`config.mk`:
```
export PLATFORM = sky130hd
export DESIGN_NAME = adder_result_display
export DESIGN_NICKNAME = d
export VERILOG_FILES = /design/src/rtl/adder_result_display.sv
export SDC_FILE = /design/constraint.sdc
export NUM_CORES = 1
export LEC_CHECK = 0
export CAP_MARGIN = 15
export CORE_MARGIN = 10
export CORE_UTILIZATION = 50
export CTS_CLUSTER_DIAMETER = 120
export CTS_CLUSTER_SIZE = 10
export DETAILED_ROUTE_END_ITERATION = 10
export GPL_TIMING_DRIVEN = 0
export PLACE_DENSITY = 0.76
export SLEW_MARGIN = 30
export SYNTH_ARGS = -nofsm -noshare
export SYNTH_HDL_FRONTEND = slang
export SYNTH_SLANG_ARGS = --single-unit
```
`constraint.sdc`:
```
create_clock -name clk -period 5.2 [get_ports clk]
set_input_delay 1.3 -clock clk [delete_from_list [all_inputs] [get_ports clk]]
set_output_delay 1.3 -clock clk [all_outputs]
set_load 0.01 [all_outputs]
```
`src/rtl/adder_result_display.sv`:
```
// adder_result_display
//
// Captures each {cout,sum} result from the parallel adder through a
// valid/ready handshake, blinks it on a 7-segment digit (BLANK/SHOW pairs,
// each phase MAX_COUNT cycles, N_BLINK pairs), then holds the digit lit
// until the next result arrives. The decimal point carries the held carry.
//
// Handshake: a result is accepted on a rising edge where in_valid and
// in_ready are both 1. Upstream keeps in_valid and the data stable until
// then. in_ready is only high in IDLE and never during or on the first
// edge out of reset, so in_valid/data while in_ready=0 are ignored.
//
// Ports:
//   clk        in   single clock, rising edge
//   rst        in   synchronous, active-high reset
//   in_valid   in   upstream result valid
//   in_ready   out  ready to accept (IDLE and out of reset)
//   sum[2:0]   in   adder sum
//   cout       in   adder carry-out
//   seg[6:0]   out  {g,f,e,d,c,b,a}, active high
//   dp         out  decimal point = held carry while lit
//   busy       out  high in BLANK and SHOW
//   done       out  one-cycle pulse after SHOW->IDLE
//   dbg_state  out  current FSM state, for observation only
//
// All outputs decode from registers only; no input reaches an output
// combinationally.

module adder_result_display #(
  parameter int MAX_COUNT = 1000,
  parameter int N_BLINK   = 3
) (
  input  logic       clk,
  input  logic       rst,
  input  logic       in_valid,
  output logic       in_ready,
  input  logic [2:0] sum,
  input  logic       cout,
  output logic [6:0] seg,
  output logic       dp,
  output logic       busy,
  output logic       done,
  output logic [1:0] dbg_state
);

  localparam int DW = $clog2(MAX_COUNT + 1);
  localparam int BW = (N_BLINK > 1) ? $clog2(N_BLINK) : 1;

  localparam logic [DW-1:0] DCNT_LAST = DW'(MAX_COUNT - 1);
  localparam logic [BW-1:0] BCNT_LAST = BW'(N_BLINK - 1);

  typedef enum logic [1:0] {
    ST_IDLE  = 2'd0,
    ST_BLANK = 2'd1,
    ST_SHOW  = 2'd2
  } state_e;

  state_e          state_q,    state_d;
  logic [3:0]      val_q,      val_d;
  logic            have_val_q, have_val_d;
  logic [DW-1:0]   dcnt_q,     dcnt_d;
  logic [BW-1:0]   bcnt_q,     bcnt_d;
  logic            done_q,     done_d;
  // Goes high on the first edge with rst=0; keeps in_ready low during reset
  // without a combinational path from rst to in_ready.
  logic            live_q,     live_d;

  logic            accept;
  logic            lit;

  function automatic logic [6:0] hex7(input logic [3:0] v);
    logic [6:0] s;
    case (v)
      4'h0:    s = 7'h3F;
      4'h1:    s = 7'h06;
      4'h2:    s = 7'h5B;
      4'h3:    s = 7'h4F;
      4'h4:    s = 7'h66;
      4'h5:    s = 7'h6D;
      4'h6:    s = 7'h7D;
      4'h7:    s = 7'h07;
      4'h8:    s = 7'h7F;
      4'h9:    s = 7'h6F;
      4'hA:    s = 7'h77;
      4'hB:    s = 7'h7C;
      4'hC:    s = 7'h39;
      4'hD:    s = 7'h5E;
      4'hE:    s = 7'h79;
      default: s = 7'h71;
    endcase
    return s;
  endfunction

  assign in_ready = live_q && (state_q == ST_IDLE);
  // in_ready is registered-state only, so X on in_valid while not ready
  // still yields accept=0 and never touches val.
  assign accept   = in_valid && in_ready;

  always_comb begin
    state_d    = state_q;
    val_d      = val_q;
    have_val_d = have_val_q;
    dcnt_d     = dcnt_q;
    bcnt_d     = bcnt_q;
    done_d     = 1'b0;
    live_d     = 1'b1;

    case (state_q)
      ST_IDLE: begin
        if (accept) begin
          state_d    = ST_BLANK;
          val_d      = {cout, sum};
          have_val_d = 1'b1;
          dcnt_d     = '0;
          bcnt_d     = '0;
        end
      end

      ST_BLANK: begin
        if (dcnt_q == DCNT_LAST) begin
          dcnt_d  = '0;
          state_d = ST_SHOW;
        end else begin
          dcnt_d = dcnt_q + DW'(1);
        end
      end

      ST_SHOW: begin
        if (dcnt_q == DCNT_LAST) begin
          dcnt_d = '0;
          if (bcnt_q == BCNT_LAST) begin
            state_d = ST_IDLE;
            done_d  = 1'b1;
          end else begin
            bcnt_d  = bcnt_q + BW'(1);
            state_d = ST_BLANK;
          end
        end else begin
          dcnt_d = dcnt_q + DW'(1);
        end
      end

      default: begin
        state_d = ST_IDLE;
      end
    endcase
  end

  always_ff @(posedge clk) begin
    if (rst) begin
      state_q    <= ST_IDLE;
      val_q      <= 4'h0;
      have_val_q <= 1'b0;
      dcnt_q     <= '0;
      bcnt_q     <= '0;
      done_q     <= 1'b0;
      live_q     <= 1'b0;
    end else begin
      state_q    <= state_d;
      val_q      <= val_d;
      have_val_q <= have_val_d;
      dcnt_q     <= dcnt_d;
      bcnt_q     <= bcnt_d;
      done_q     <= done_d;
      live_q     <= live_d;
    end
  end

  // Digit is lit in SHOW and while holding a captured value in IDLE.
  assign lit       = (state_q == ST_SHOW) || ((state_q == ST_IDLE) && have_val_q);
  assign seg       = lit ? hex7(val_q) : 7'h00;
  assign dp        = lit ? val_q[3] : 1'b0;
  assign busy      = (state_q == ST_BLANK) || (state_q == ST_SHOW);
  assign done      = done_q;
  assign dbg_state = state_q;

endmodule

```
==> run summary, run 1 <==
STA
* Period Utilization, post-route: 69.6%
* clock skew: 0.00285 ns
* top achievable clock speed: 276 MHz
* Total Negative Setup Slacks: 0 ns
* worst slew pin tran: 0.545 ns
* Final Hold Viols: 0
* tightest slew margin relative to the limit: 63.7%
* fin crit period: 3.62 ns
* number of setup violations in the final report: 0
* setup repair after global routing missed its margin: false
* total count of max-transition violations in the final report: 0

Floorplan
* overall die area: 0.00597 mm^2
* core box area: 0.00310 mm^2
* width of the die: 77.3 um
* number of placed I/O pins: 20
* total number of placement rows: 20
* die height: 77.3 um
* effective utilization at floorplan: 52.9%

Global routing
* wire length of the first global-routing pass: 6210 um
* number of antenna violations at the first check in global routing: 0
* number of global-route vias before repair: 1355
* gr ovfl total: 0
* maximum number of pins on one net before global-route repair: 16
* global-route usage over all layers: 12.1%

Synth
* fraction of synthesis flops using an asynchronous set or reset pin: 0%
* total number of yosys warnings: 0
* Post-Syn Nets: 203
* dominant register cell in the synthesized netlist: dfxtp_1
* largest cells by area after synthesis: dfxtp_1, ha_1, nor2b_1, nor2_1, mux2i_1
* share of Yosys cell area claimed by the top area cell type: 34.2%
* sequential-to-total area share from yosys stat: 34.2%
* area of the mapped netlist: 0.00164 mm^2
* number of standard cells after synthesis: 182
* Post-Syn Area per Cell: 9.01 um^2
* number of distinct library cell variants in the gate-level netlist after synthesis: 44
* number of enable-type register cells in the synthesized netlist: 0
* library cell with the largest summed area after synthesis: dfxtp_1
* Yosys reg bits: 28

Run
* number of maximum-capacitance violations: 0

Outcome
* status: complete, no violations

Worst setup path
* data arrival at the endpoint of the critical path: 2.32 ns
* Data required, critical path: 3.90 ns
* Crit path max-delay family: buffers and inverters
* kind of start point of the critical path: flip-flop
* Crit-path slowest cell: a21oi_1
* CP cell instances: inv_1, ha_1, a21oi_1, nor2b_1, clkdlybuf4s50_1
* CP Capture Type: output pin
* Critical path buffers and inverters: 2
* CP max stage delay: 0.50 ns
* CP Max Fanout: 8
* WS Path Type: flip-flop to output pin

Finish
* Area Overhead vs Synth: 17.2%
* Final Instance Area: 0.00192 mm^2
* fraction of final layout cells sized beyond drive strength 1: 7.80%
* final std cells w/o fill: 249
* Nets: 227
* number of diodes added for antenna fixing: 0

Clocking
* level count of the clock H-tree: 1
* hold buffer count at CTS: 0
* insertion delay to the later sink of the worst-skew pair: 0.33 ns
* clock transition at the registers of the reported paths: 0.15 ns
* Setup Fix Bufs, Post-CTS: 0
* Sink Count: 28
* root buf cell: clkbuf_4
* Max Root-Sink Buffers: 2
* post-cts gate resize count: 0
* TritonCTS clock tree: done
* number of buffers created by CTS: 3

Drt
* total wire length: 3440 um
* first-pass detailed-route iteration total: 4
* final antenna-violating net count: 0
* via total after detailed routing: 1362
* routed length per instance: 13.8 um
* Iter 0 DRT Violations: 115
* remaining routing DRC violations: 0
* via density per instance: 5.47

Place
* instance area after placement: 0.00189 mm^2
* number of I/O port buffers: 19
* number of instances in the placed design: 245
* GPL Wtd Cong: 0.846
* HPWL reported at the end of detailed placement: 2710 um

Power
* worst vdd ir: 122 uV
* Pwr per Cell Area: 326 mW/mm^2
* leakage power figure: 0.689 nW

Hold path
* worst min-delay path category: flip-flop to flip-flop

==> stage by stage <==
stage,util (%),hold WS [ns],power (W),setup slack [ns]
2_1_floorplan,-,0.441,0.000420,2.39
3_3_place_gp,60.8,0.452,0.000513,1.70
3_5_place_dp,60.8,0.474,0.000524,1.64
4_1_cts,61.9,0.508,0.000628,1.54
5_1_grt,61.9,0.523,0.000668,1.29
6_report,61.9,0.510,0.000627,1.58
==> cell type report <==
| cell class | count | area (um^2) |
|---|---|---|
| timing repair buffer | 19 | 190 |
| tap | 44 | 55.1 |
| buffer | 5 | 20.0 |
| multi-input combinational | 135 | 1000 |
| clock buffer | 4 | 36.3 |
| inverter | 14 | 55.1 |
| fill | 287 | 1180 |
| sequential | 28 | 561 |
==> logic make-up after synthesis <==
kind of cell / share of synthesized area (%)
and+or+nand+nor: 27.0
xor gates and xnor gates: 4.27
muxes: 7.93
buffers and inverters: 4.58
adders and majority gates: 10.7
DFF: 34.2
AOI/OAI and AO/OA: 11.4
==> placed cells by master, fill, tap and decap left out, types with 2 or more instances in the layout <==
| cell type | netlist | layout |
|---|---|---|
| a2bb2oi_1 | 3 | 3 |
| a211oi_1 | 2 | 2 |
| nor3_1 | 4 | 4 |
| xnor2_1 | 8 | 8 |
| o21ai_0 | 3 | 3 |
| o211ai_1 | 2 | 2 |
| mux2i_1 | 7 | 7 |
| nand3b_1 | 4 | 4 |
| nand2b_1 | 2 | 2 |
| a21oi_1 | 6 | 6 |
| nor4_1 | 4 | 4 |
| clkbuf_1 | 4 | 4 |
| nor2b_1 | 13 | 13 |
| clkbuf_4 | 0 | 3 |
| nor2_1 | 20 | 20 |
| inv_1 | 13 | 13 |
| nor3b_1 | 3 | 3 |
| nand3_1 | 9 | 9 |
| nand4_1 | 2 | 2 |
| ha_1 | 14 | 14 |
| clkdlybuf4s50_1 | 0 | 19 |
| a31oi_1 | 3 | 3 |
| nand2_1 | 5 | 5 |
| dfxtp_1 | 28 | 28 |
| o22ai_1 | 2 | 2 |
==> path summary, 6_finish.rpt <==
kind | to | slack [ns] | cells after the start | startpoint
worst min-delay path | bcnt_q[0] | 0.51 | 2 | bcnt_q[0]
worst max-delay path | seg[4] | 1.58 | 5 | dbg_state[0]
worst min register to register | bcnt_q[0] | 0.51 | 2 | bcnt_q[0]
worst max register to register | flip-flop | 2.65 | 9 | dbg_state[0]
==> worst reg2reg max path: cells and delay by family, from the launching register on <==
family        cells  cell delay [ns]
fa+ha+maj         2             0.52
buf+inv           3             0.35
flops             1             0.48
mux               2             0.75
simple gates      2             0.35
==> where the power goes <==
group | internal, W | switching (W)
clock network | 0.0000429 | 0.0000662
registers | 0.000236 | 0.0000154
logic | 0.000124 | 0.000143
total | 0.000403 | 0.000224
==> metal layers <==
| metal | GRT usage, % | vias up | part of all wire (%) |
|---|---|---|---|
| li1 | - | 678 | - |
| met1 | 14.8 | 643 | 47 |
| met2 | 19.4 | 35 | 47 |
| met3 | 3.03 | 6 | 4.8 |
| met4 | 5.29 | 0 | 1.0 |
| met5 | 0 | - | 0 |
==> cell usage after synthesis (2+ instances only) <==
| library cell | number |
|---|---|
| a211oi_1 | 2 |
| a21oi_1 | 6 |
| a2bb2oi_1 | 3 |
| a31oi_1 | 3 |
| clkbuf_1 | 4 |
| dfxtp_1 | 28 |
| ha_1 | 14 |
| inv_1 | 13 |
| mux2i_1 | 7 |
| nand2_1 | 5 |
| nand2b_1 | 2 |
| nand3_1 | 9 |
| nand3b_1 | 4 |
| nand4_1 | 2 |
| nor2_1 | 20 |
| nor2b_1 | 13 |
| nor3_1 | 4 |
| nor3b_1 | 3 |
| nor4_1 | 4 |
| o211ai_1 | 2 |
| o21ai_0 | 3 |
| o22ai_1 | 2 |
| xnor2_1 | 8 |
(Power assumes the default switching activity.)
==> run 2, diff against run 1 <==
==> constraint.sdc (replaced) <==
create_clock -name clk -period 3.65 [get_ports clk]
set_input_delay 0.9125 -clock clk [delete_from_list [all_inputs] [get_ports clk]]
set_output_delay 0.9125 -clock clk [all_outputs]
set_load 0.01 [all_outputs]
==> results of run 2 <==
Same layout as run 1 (identical final DEF). Status: complete, no violations.
Among the figures that moved: setup slack after placement 1.64 ns -> 0.476 ns; setup slack after layout 1.58 ns -> 0.418 ns; register-to-register setup slack 2.65 ns -> 1.10 ns; total power 0.000627 W -> 0.000893 W; worst IR drop on VDD 122 uV -> 174 uV
==> run 3, diff against run 2 <==
--- a/config.mk
+++ b/config.mk
@@ -5,6 +5,7 @@
 export SDC_FILE = /design/constraint.sdc
 export NUM_CORES = 1
 export LEC_CHECK = 0
+export ABC_AREA = 1
 export CAP_MARGIN = 15
 export CORE_MARGIN = 10
 export CORE_UTILIZATION = 50
==> run summary, run 3 <==
Outcome
* status: complete, no violations, unchanged

STA
* Period Utilization, post-route: 90.2%, was 88.5%
* total count of max-transition violations in the final report: 0, unchanged
* top achievable clock speed: 304 MHz, was 309 MHz
* fin crit period: 3.29 ns, was 3.23 ns
* clock skew: 0.00407 ns, was 0.00285 ns
* setup repair after global routing missed its margin: false, unchanged
* tightest slew margin relative to the limit: 58.1%, was 63.7%
* Final Worst Setup Slack: 0.359 ns, was 0.418 ns
* Final Hold Viols: 0, unchanged
* Total Negative Setup Slacks: 0 ns, unchanged
* worst slew pin tran: 0.628 ns, was 0.545 ns
* number of setup violations in the final report: 0, unchanged

Synth
* Post-Syn Nets: 253, was 203
* number of distinct library cell variants in the gate-level netlist after synthesis: 25, was 44
* Post-Syn Area per Cell: 6.95 um^2, was 9.01 um^2
* fraction of synthesis flops using an asynchronous set or reset pin: 0%, unchanged
* library cell with the largest summed area after synthesis: dfxtp_1, unchanged
* sequential-to-total area share from yosys stat: 34.8%, was 34.2%
* number of standard cells after synthesis: 232, was 182
* most numerous cell in the Yosys netlist: nand2_1, was dfxtp_1
* total number of yosys warnings: 0, unchanged
* largest cells by area after synthesis: dfxtp_1, nand2_1, ha_1, inv_1, nor2_1, was dfxtp_1, ha_1, nor2b_1, nor2_1, mux2i_1
* Yosys reg bits: 28, unchanged
* area of the mapped netlist: 0.00161 mm^2, was 0.00164 mm^2
* number of enable-type register cells in the synthesized netlist: 0, unchanged
* most numerous cell types in the synthesized netlist: nand2_1, inv_1, nor2_1, was dfxtp_1, nor2_1, ha_1
* dominant register cell in the synthesized netlist: dfxtp_1, unchanged
* share of Yosys cell area claimed by the top area cell type: 34.8%, was 34.2%

Finish
* Final Util: 61.1%, was 61.9%
* number of diodes added for antenna fixing: 0, unchanged
* fraction of final layout cells sized beyond drive strength 1: 7.87%, was 7.80%
* highest-count cells in the layout ignoring fill and taps: nand2_1, inv_1, nor2_1, was dfxtp_1, nor2_1, clkdlybuf4s50_1
* Nets: 277, was 227
* most common cell after layout, fill and taps aside: nand2_1, was dfxtp_1
* Final Instance Area: 0.00188 mm^2, was 0.00192 mm^2
* Fillers: 301, was 287
* Area Overhead vs Synth: 16.6%, was 17.2%

Drt
* via total after detailed routing: 1377, was 1362
* total wire length: 3110 um, was 3440 um
* final antenna-violating net count: 0, unchanged
* remaining routing DRC violations: 0, unchanged
* first-pass detailed-route iteration total: 4, unchanged
* Iter 0 DRT Violations: 72, was 115
* routed length per instance: 10.4 um, was 13.8 um
* via density per instance: 4.62, was 5.47

Clocking
* Max Root-Sink Buffers: 2, unchanged
* Sink Count: 28, unchanged
* clock transition at the registers of the reported paths: 0.15 ns, about the same
* post-cts gate resize count: 0, unchanged
* level count of the clock H-tree: 1, unchanged
* TritonCTS clock tree: done, unchanged
* number of buffers created by CTS: 3, unchanged
* insertion delay to the later sink of the worst-skew pair: 0.33 ns, about the same
* root buf cell: clkbuf_4, unchanged
* Setup Fix Bufs, Post-CTS: 0, unchanged
* hold buffer count at CTS: 0, unchanged

Hold path
* worst min-delay path category: flip-flop to flip-flop, unchanged
* cell depth of the worst min-delay path: 2, unchanged

Floorplan
* overall die area: 0.00590 mm^2, was 0.00597 mm^2
* number of placed I/O pins: 20, unchanged
* core box area: 0.00308 mm^2, was 0.00310 mm^2
* width of the die: 76.8 um, was 77.3 um
* effective utilization at floorplan: 52.4%, was 52.9%
* die height: 76.8 um, was 77.3 um
* total number of placement rows: 20, unchanged

Global routing
* global-route usage over all layers: 10.6%, was 12.1%
* gr ovfl total: 0, unchanged
* maximum number of pins on one net before global-route repair: 15, was 16
* number of antenna violations at the first check in global routing: 0, unchanged
* number of global-route vias before repair: 1296, was 1355
* wire length of the first global-routing pass: 5420 um, was 6210 um

Power
* leakage power figure: 0.901 nW, was 0.689 nW
* Pwr per Cell Area: 628 mW/mm^2, was 465 mW/mm^2
* worst vdd ir: 425 uV, was 174 uV

Worst setup path
* Worst R2R Path Depth: 10, was 9
* data arrival at the endpoint of the critical path: 2.38 ns, was 2.32 ns
* CP Max Fanout: 8, unchanged
* WS Path Type: flip-flop to output pin, unchanged
* CP Capture Type: output pin, unchanged
* Data required, critical path: 2.74 ns, about the same
* kind of start point of the critical path: flip-flop, unchanged
* R2R setup slack: 1.51 ns, was 1.10 ns

Place
* instance area after placement: 0.00186 mm^2, was 0.00189 mm^2
* number of I/O port buffers: 19, unchanged
* HPWL reported at the end of detailed placement: 2430 um, was 2710 um
* worst setup slack after placement: 0.735 ns, was 0.476 ns
* GPL Wtd Cong: 0.859, was 0.846

Run
* number of maximum-capacitance violations: 0, unchanged

[run 3: cell type report]
class	count	area, um^2	area share (%)
plain buffers	2	25.0	1.33
clock buffers	3	22.5	1.20
inverters	40	155	8.25
multi-input cells	162	872	46.4
flip-flops and latches	28	561	29.8
well taps	44	55.1	2.93
repair buffers	19	190	10.1
[run 3: worst max-delay path, stage by stage (launching register included)]
cell             delay (ns)
dfxtp_1                0.44
inv_1                  0.12
ha_1                   0.31
a21oi_1                0.56
nor2_1                 0.11
clkdlybuf4s50_1        0.51
[run 3: path summary, 6_finish.rpt]
check | start | end
worst max register to register | dbg_state[1] | flip-flop
worst min-delay path | have_val_q | have_val_q
worst min register to register | have_val_q | have_val_q
worst max-delay path | dbg_state[1] | dp
[run 3: cells by family after synthesis]
family          after synthesis  share of synthesized area, %
flops                        28                          34.8
fa+ha+maj                    14                          10.9
xor+xnor                      3                          1.63
buf+inv                      42                          11.2
compound gates               17                          5.74
simple gates                128                          35.8
[run 3: per-layer routing]
metal | share of wire (%) | vias up | global-route usage [%] | wire length (um)
met2 | 45 | 17 | 17.9 | 1400
met5 | 0 | - | 0 | 0
li1 | - | 764 | - | -
met4 | 0.51 | 0 | 2.97 | 16
met3 | 3.8 | 2 | 2.45 | 117
met1 | 51 | 594 | 13.0 | 1580
[run 3: power by group]
group / total [W] / switching, W / internal [W]
Sequential: 0.000397 / 0.0000348 / 0.000362
Combinational: 0.000655 / 0.000376 / 0.000279
Clock: 0.000130 / 0.0000912 / 0.0000388
Total: 0.00118 / 0.000502 / 0.000680
[run 3: metrics by stage]
| step | std cells | power [W] | hold slack [ns] |
|---|---|---|---|
| after floorplan | 232 | 0.000846 | 0.424 |
| after global placement | 295 | 0.00105 | 0.438 |
| after detailed placement | 295 | 0.00106 | 0.445 |
| after CTS | 298 | 0.00119 | 0.465 |
| after global routing | 298 | 0.00129 | 0.505 |
| final | 298 | 0.00118 | 0.465 |
